### src/rtl/riscv_imm_pkg.sv
// Shared RV32I immediate encoding constants used by both the encode and decode paths.
package riscv_imm_pkg;

  localparam logic IMM_SRC_I = 1'b0;
  localparam logic IMM_SRC_S = 1'b1;

  localparam logic [6:0] OPC_OP_IMM = 7'h13;
  localparam logic [6:0] OPC_LOAD   = 7'h03;
  localparam logic [6:0] OPC_STORE  = 7'h23;

  localparam int XLEN     = 32;
  localparam int REG_W    = 5;
  localparam int FUNCT3_W = 3;
  localparam int OPCODE_W = 7;
  localparam int CNT_W    = 16;

  typedef logic [XLEN-1:0] word_t;

  // A 12-bit signed immediate fits when bits 31..11 are a pure sign extension.
  function automatic logic imm_fits12(input word_t imm);
    return (&imm[31:11]) || !(|imm[31:11]);
  endfunction

endpackage

### src/rtl/imm_field_pack.sv
// Combinational I/S-type instruction field packer with 12-bit range flag.
module imm_field_pack
  import riscv_imm_pkg::*;
(
  input  logic                imm_src,
  input  word_t               imm,
  input  logic [REG_W-1:0]    rs1,
  input  logic [REG_W-1:0]    rd_rs2,
  input  logic [FUNCT3_W-1:0] funct3,
  input  logic [OPCODE_W-1:0] opcode,
  output word_t               instr,
  output logic                in_range
);

  always_comb begin
    instr = '0;
    if (imm_src == IMM_SRC_S)
      instr = {imm[11:5], rd_rs2, rs1, funct3, imm[4:0], opcode};
    else
      instr = {imm[11:0], rs1, funct3, rd_rs2, opcode};
  end

  assign in_range = imm_fits12(imm);

endmodule

### src/rtl/imm_encoder.sv
// Two-stage pipelined RV32I I/S-type immediate encoder with valid/ready streaming.
// Optional out-of-range rejection is enabled by defining IMM_RANGE_CHECK_EN.
module imm_encoder
  import riscv_imm_pkg::*;
(
  input  logic                clk,
  input  logic                rst_n,
  input  logic                in_valid,
  output logic                in_ready,
  input  logic                in_imm_src,
  input  word_t               in_imm,
  input  logic [REG_W-1:0]    in_rs1,
  input  logic [REG_W-1:0]    in_rd_rs2,
  input  logic [FUNCT3_W-1:0] in_funct3,
  input  logic [OPCODE_W-1:0] in_opcode,
  output logic                out_valid,
  input  logic                out_ready,
  output word_t               out_instr,
  output logic                out_imm_src,
  output logic                err_valid,
  output word_t               err_imm,
  input  logic                cnt_clr,
  output logic [CNT_W-1:0]    enc_count,
  output logic [CNT_W-1:0]    rej_count
);

`ifdef IMM_RANGE_CHECK_EN
  localparam bit RANGE_CHECK = 1'b1;
`else
  localparam bit RANGE_CHECK = 1'b0;
`endif

  word_t pack_instr;
  logic  pack_in_range;

  logic  s1_valid, s1_rej, s1_src;
  word_t s1_instr, s1_imm;
  logic  s2_valid, s2_src;
  word_t s2_instr;

  logic  s1_moves, accept, s1_to_s2, out_fire;

  imm_field_pack u_pack (
    .imm_src  (in_imm_src),
    .imm      (in_imm),
    .rs1      (in_rs1),
    .rd_rs2   (in_rd_rs2),
    .funct3   (in_funct3),
    .opcode   (in_opcode),
    .instr    (pack_instr),
    .in_range (pack_in_range)
  );

  // A reject never waits on S2, so it always drains.
  assign s1_moves = s1_rej || !s2_valid || out_ready;
  assign in_ready = !s1_valid || s1_moves;
  assign accept   = in_valid && in_ready;
  assign s1_to_s2 = s1_valid && !s1_rej && s1_moves;
  assign out_fire = s2_valid && out_ready;

  always_ff @(posedge clk or negedge rst_n) begin
    if (!rst_n) begin
      s1_valid <= 1'b0;
      s1_rej   <= 1'b0;
      s1_src   <= 1'b0;
      s1_instr <= '0;
      s1_imm   <= '0;
    end else if (accept) begin
      s1_valid <= 1'b1;
      s1_rej   <= RANGE_CHECK && !pack_in_range;
      s1_src   <= in_imm_src;
      s1_instr <= pack_instr;
      s1_imm   <= in_imm;
    end else if (s1_valid && s1_moves) begin
      s1_valid <= 1'b0;
    end
  end

  always_ff @(posedge clk or negedge rst_n) begin
    if (!rst_n) begin
      s2_valid <= 1'b0;
      s2_src   <= 1'b0;
      s2_instr <= '0;
    end else if (s1_to_s2) begin
      s2_valid <= 1'b1;
      s2_src   <= s1_src;
      s2_instr <= s1_instr;
    end else if (out_fire) begin
      s2_valid <= 1'b0;
    end
  end

  assign out_valid   = s2_valid;
  assign out_instr   = s2_instr;
  assign out_imm_src = s2_src;
  assign err_valid   = s1_valid && s1_rej;
  assign err_imm     = err_valid ? s1_imm : '0;

  // Clear takes priority over a coincident increment; both counters saturate.
  always_ff @(posedge clk or negedge rst_n) begin
    if (!rst_n) begin
      enc_count <= '0;
      rej_count <= '0;
    end else begin
      if (cnt_clr)
        enc_count <= '0;
      else if (out_fire && enc_count != '1)
        enc_count <= enc_count + 1'b1;

      if (cnt_clr)
        rej_count <= '0;
      else if (err_valid && rej_count != '1)
        rej_count <= rej_count + 1'b1;
    end
  end

endmodule

### config.mk
export PLATFORM = sky130hd
export DESIGN_NAME = imm_encoder
export DESIGN_NICKNAME = d
export VERILOG_FILES = /design/src/rtl/riscv_imm_pkg.sv /design/src/rtl/imm_field_pack.sv /design/src/rtl/imm_encoder.sv
export SDC_FILE = /design/constraint.sdc
export NUM_CORES = 1
export LEC_CHECK = 0
export BUFFER_PORTS_ARGS = -buffer_cell sky130_fd_sc_hd__buf_2
export CAP_MARGIN = 15
export CORE_AREA = 10 10 79 148
export DETAILED_ROUTE_END_ITERATION = 12
export DIE_AREA = 0 0 89 158
export PLACE_DENSITY = 0.82
export SLEW_MARGIN = 20
export SYNTH_ARGS = -nofsm -noshare
export SYNTH_HDL_FRONTEND = slang
export SYNTH_SLANG_ARGS = --single-unit
### constraint.sdc
create_clock -name clk -period 2.8 [get_ports clk]
set_clock_uncertainty 0.15 [all_clocks]
set_input_delay 0.56 -clock clk [delete_from_list [all_inputs] [get_ports clk]]
set_output_delay 0.56 -clock clk [all_outputs]
set_load 0.03 [all_outputs]
== Yosys cells after proc, flatten, opt, wreduce, memory -nomap -nowiden ==
Index checks and enable logic that the tools add are counted.
Widths: inputs -> output; s select.

* Eq/ne operators: 1
* Add/sub/neg operators: 1
* Muxes and demuxes: 8
* Reductions and logical operators: 11

{| class="wikitable"
|+ Operators with widths
! operator !! number
|-
| $mux 16 || 3
|-
| $mux 25 || 1
|-
| $add 16x1->16 const B || 1
|-
| $ne 16x16->1 const B || 1
|-
| $reduce_bool 2->1 || 3
|-
| $logic_and 1x1->1 || 4
|-
| $mux 1 || 4
|-
| $logic_not 1->1 || 2
|-
| $logic_or 1x1->1 || 2
|}

* Output and inout port bits: 100
* Logic and storage cells: 29
* Register bits: 100

== Depth between registers and ports, before layout ==
* Depth after elaboration: 5
* Mapped depth: 7
* Mapped depth without buffers: 5

== Modules after synthesis ==
A second synthesis with hierarchy kept.

* Cell total of the unflattened synthesis: 342
* Area total of the unflattened synthesis: 4226.6 um^2

{| class="wikitable"
|+ By module, submodules not included
! module !! cells an instance !! area an instance (um^2) !! times used !! seq. area each (um^2)
|-
| imm_encoder || 293 || 3832.4 || 1 || 2102.0
|-
| imm_field_pack || 49 || 394.1 || 1 || 0.0
|}

== Least setup slack after synthesis ==
Ideal clock, no wire load.

* Path type: register -> register
* Start: register s2_valid, in the netlist out_valid
* End: register s1_instr[0]
* Arrival: 1.942 ns
* Path buffers: 1
* Setup time: 0.125 ns
* Cell stages (with the launch flop): 5
* Setup slack: 0.583 ns
* Cells stage by stage: dfrtp_1 nand3b_1 nand2_1 clkbuf_1 mux2_2

* Cells in the longest elaborated chain, start to end: 4

{| class="wikitable"
|+ RTL lines
! item !! line !! text
|-
| start: declaration || imm_encoder.sv:38 || <nowiki>logic s2_valid, s2_src;</nowiki>
|-
| start signal: assignment || imm_encoder.sv:81 || <nowiki>s2_valid <= 1'b0;</nowiki>
|-
| start signal: assignment || imm_encoder.sv:85 || <nowiki>s2_valid <= 1'b1;</nowiki>
|-
| start signal: assignment || imm_encoder.sv:89 || <nowiki>s2_valid <= 1'b0;</nowiki>
|-
| $logic_not 1->1 || imm_encoder.sv:55 || <nowiki>assign s1_moves = s1_rej || !s2_valid || out_ready;</nowiki>
|-
| $logic_or 1x1->1 || imm_encoder.sv:55 ||
|-
| $logic_or 1x1->1 || imm_encoder.sv:56 || <nowiki>assign in_ready = !s1_valid || s1_moves;</nowiki>
|-
| via in_ready || imm_encoder.sv:9 || <nowiki>output logic in_ready,</nowiki>
|-
| $logic_and 1x1->1 || imm_encoder.sv:57 || <nowiki>assign accept = in_valid && in_ready;</nowiki>
|-
| end signal: assignment || imm_encoder.sv:72 || <nowiki>s1_instr <= pack_instr;</nowiki>
|-
| end: declaration || imm_encoder.sv:37 || <nowiki>word_t s1_instr, s1_imm;</nowiki>
|}

The timed path passes the listed nets, and every way through them passes these cells.
A chain may end at the register's enable or synchronous reset.

== Worst setup path in the final report ==
* Start: register enc_count[0]
* End: register enc_count[10]

* Cells in the longest elaborated chain, start to end: 3

{| class="wikitable"
|+ RTL lines
! item !! line !! text
|-
| start: declaration || imm_encoder.sv:23 || <nowiki>output logic [CNT_W-1:0] enc_count,</nowiki>
|-
| start signal: assignment || imm_encoder.sv:108 || <nowiki>enc_count <= enc_count + 1'b1;</nowiki>
|-
| $add 16x1->16 or $ne 16x16->1 (tied branches) || imm_encoder.sv:108, imm_encoder.sv:107 ||
|-
| $mux 16 or $logic_and 1x1->1 (tied branches) || imm_encoder.sv:107 || <nowiki>else if (out_fire && enc_count != '1)</nowiki>
|-
| $mux 16 or $reduce_bool 2->1 (tied branches) || -- ||
|}

Parallel ways exist; a longest one is shown, timed or not. The select of a mux whose other input is x is not followed.

==> metrics.txt <==
outcome finished clean; port bufs 88; CP Cell Sequence ha_1, nand3_1, or2_1, nor4_1, mux2_2; EDFF count, synth 0; filler instances 834; Clk network pwr share 0.352; crit-path max cell delay 0.42 ns; # DRC 0; Core Box Area 0.009321 mm^2; # IOs 158; Sequential Power Share 0.416; CTS sink cnt 84; Cell Area, Synth 0.003889 mm^2; syn avg cell area 12.27 um^2; CP Capture Type flop; Routed Antenna Nets 0; Mapped Cells 317; number of vias in the routed layout 2626; # resized after CTS 0; final non-filler cell total 515; CTS tree yes; GRT Util Overall 0.1253; cells taking the most area after synthesis dfrtp_1 (54%), mux2_2 (17%), buf_4 (9.5%); Slew Viols, Final 0; Worst-path clk slew 0.06 ns; prevailing post-synth register cell dfrtp_1; crit path max fanout 6; kind of critical path reg2reg; Internal Power 0.002507 W; Detailed Route Iter0 Violations 81; min cycle time layout 2.079 ns; Num CTS Buffers 9; most frequent cell after synthesis dfrtp_1; HP Class in2async; Core Rows 50; Slew @ Worst Pin 0.6260 ns; # diodes 0; top cells by count, synth dfrtp_1 (84), mux2_2 (58), buf_4 (49); Synth async-reset ratio 1.000; Die Height 158 um; maximum vdd drop 0.6020 mV; die width 89 um; post-layout util 0.4944; post-place setup slack 0.6055 ns; placer congestion estimate 0.8912; Worst-Skew Late Latency 0.33 ns; Synth warnings 0; setup TNS 0 ns; largest net degree at the start of global routing 44; Yosys reg bits 84; initial core utilization 0.4172; Rel. slew slack 0.5812; total gr overflow 0; R2R cell count 5; final period utilization 0.7424; clock tree buffer depth 2; worst endpoint required time 2.87 ns; hold buffer count at cts 0; Layout Nets 465; Final WS setup 0.7213 ns; initial antenna violation count 0; Worst Path Buf+Inv 0; Max Cap Viol 0; placed cells 499; Gate power share 0.233; post-CTS setup repair buffer count 0; vias in the first global route 2857; DRT Pass-1 Iters 4; Seq/Total Area, Yosys 0.5405; reg2reg start enc_count[0]; Slowest-stage cell, CP dfrtp_1; switching power 0.001133 W; RSZ-0062 raised after global routing false; Area Overhead vs Synth 18.50%; switching fraction of total power 0.3112; layout cells sized above 1 0.4136; reg-to-reg endpoint enc_count[10]; area of the die 0.01406 mm^2; post-DP HPWL 6.795 mm; power per cell area 789.8 mW/mm^2; f_max 0.4811 GHz; R2R Setup Slk 0.72 ns; leakage 2.206 nW; CP delay by family, top simple AND/OR/NAND/NOR gates; post-synth cell types 34; global-route wire length before repair 13.70 mm; startpoint types flop; Fin. Hold Viols 0; Final Setup Violations 0; wire length per cell 17.23 um; H-Tree Depth 3; Yosys top cell by area dfrtp_1; Final Power 0.003639 W; post-synth top area share 0.5405; crit path DAT 2.15 ns; routed vias/inst 5.099; final WL 8.872 mm; Root Buffer clkbuf_16
## flip-flops by register name, summed over array words and instances, names as in the netlist
register     count
enc_count       16
out_imm_src      1
out_instr       32
out_valid        1
s1_instr        32
s1_src           1
s1_valid         1
## power by group through the flow
stage | registers [W] | clock network [W] | logic (W)
final | 0.00151 | 0.00128 | 0.000847
after global routing | 0.00154 | 0.00138 | 0.000904
after CTS | 0.00152 | 0.00131 | 0.000862
after detailed placement | 0.00154 | 0 | 0.000860
after global placement | 0.00152 | 0 | 0.000842
after floorplan | 0.00178 | 0 | 0.000382
## area by class of cell
cell class | count | area, um^2 | share of cell area
Sequential cell | 84 | 2102 | 0.4562
Multi-Input combinational cell | 218 | 1546 | 0.3356
Timing Repair Buffer | 92 | 498.0 | 0.1081
Clock buffer | 11 | 242.7 | 0.05267
Tap cell | 104 | 130.1 | 0.02824
Clock inverter | 5 | 85.08 | 0.01846
Inverter | 1 | 3.754 | 0.0008146
## per-layer routing
metal,vias to the layer above,routed length (um),global-route usage
met5,-,0,0
met4,0,239,0.06784
met3,18,884,0.04117
met2,125,4546,0.2232
met1,1278,3201,0.1220
li1,1205,-,-
## worst reg2reg max path: cells and delay by family (launching register included)
kind,cells,cell delay (ns)
and+or+nand+nor,3,0.79
DFF,1,0.42
muxes,1,0.38
adders and majority gates,1,0.24
## kinds of logic (layout without fill, tap and decap cells)
logic type | after synthesis | count (layout) | share of synthesized area
AO/OA/AOI/OAI | 36 | 36 | 0.05084
adder cells (fa/ha/maj) | 1 | 1 | 0.003217
buffers and inverters | 63 | 109 | 0.1088
flip-flops | 84 | 84 | 0.5405
multiplexers | 68 | 68 | 0.1937
other | 1 | 49 | 0.0009643
AND/OR/NAND/NOR | 64 | 64 | 0.1020
## cell usage in the layout, fill, tap and decap left out, drive strengths merged, types with 5 or more instances in the layout
cell type,synthesis,routed
buf,56,92
dfrtp,84,84
mux2,58,58
conb,1,49
nand2,17,17
o21ai,15,15
a21oi,14,14
clkbuf,6,11
mux2i,10,10
o31ai,7,7
or4,7,7
nand3,5,5
or3,5,5
nand4,5,5
## worst max path at each step
stage	from	endpoint	slack, ns	cells past startpoint
final	enc_count[0]	enc_count[10]	0.72	5
after global routing	enc_count[0]	enc_count[10]	0.60	5
after CTS	enc_count[0]	enc_count[10]	0.72	5
after detailed placement	out_ready	s1_instr[20]	0.61	5
after global placement	out_ready	s1_instr[9]	0.64	5
after floorplan	out_ready	s1_instr[0]	0.58	4
## metrics by stage
stage / hold slack, ns / area (um^2)
4_1_cts: 0.07697 / 4608
6_report: 0.06872 / 4608
3_5_place_dp: 0.3183 / 4280
5_1_grt: 0.08660 / 4608
2_1_floorplan: 0.1144 / 4069
3_3_place_gp: 0.3114 / 4280
Power figures use the tool's default switching activity.
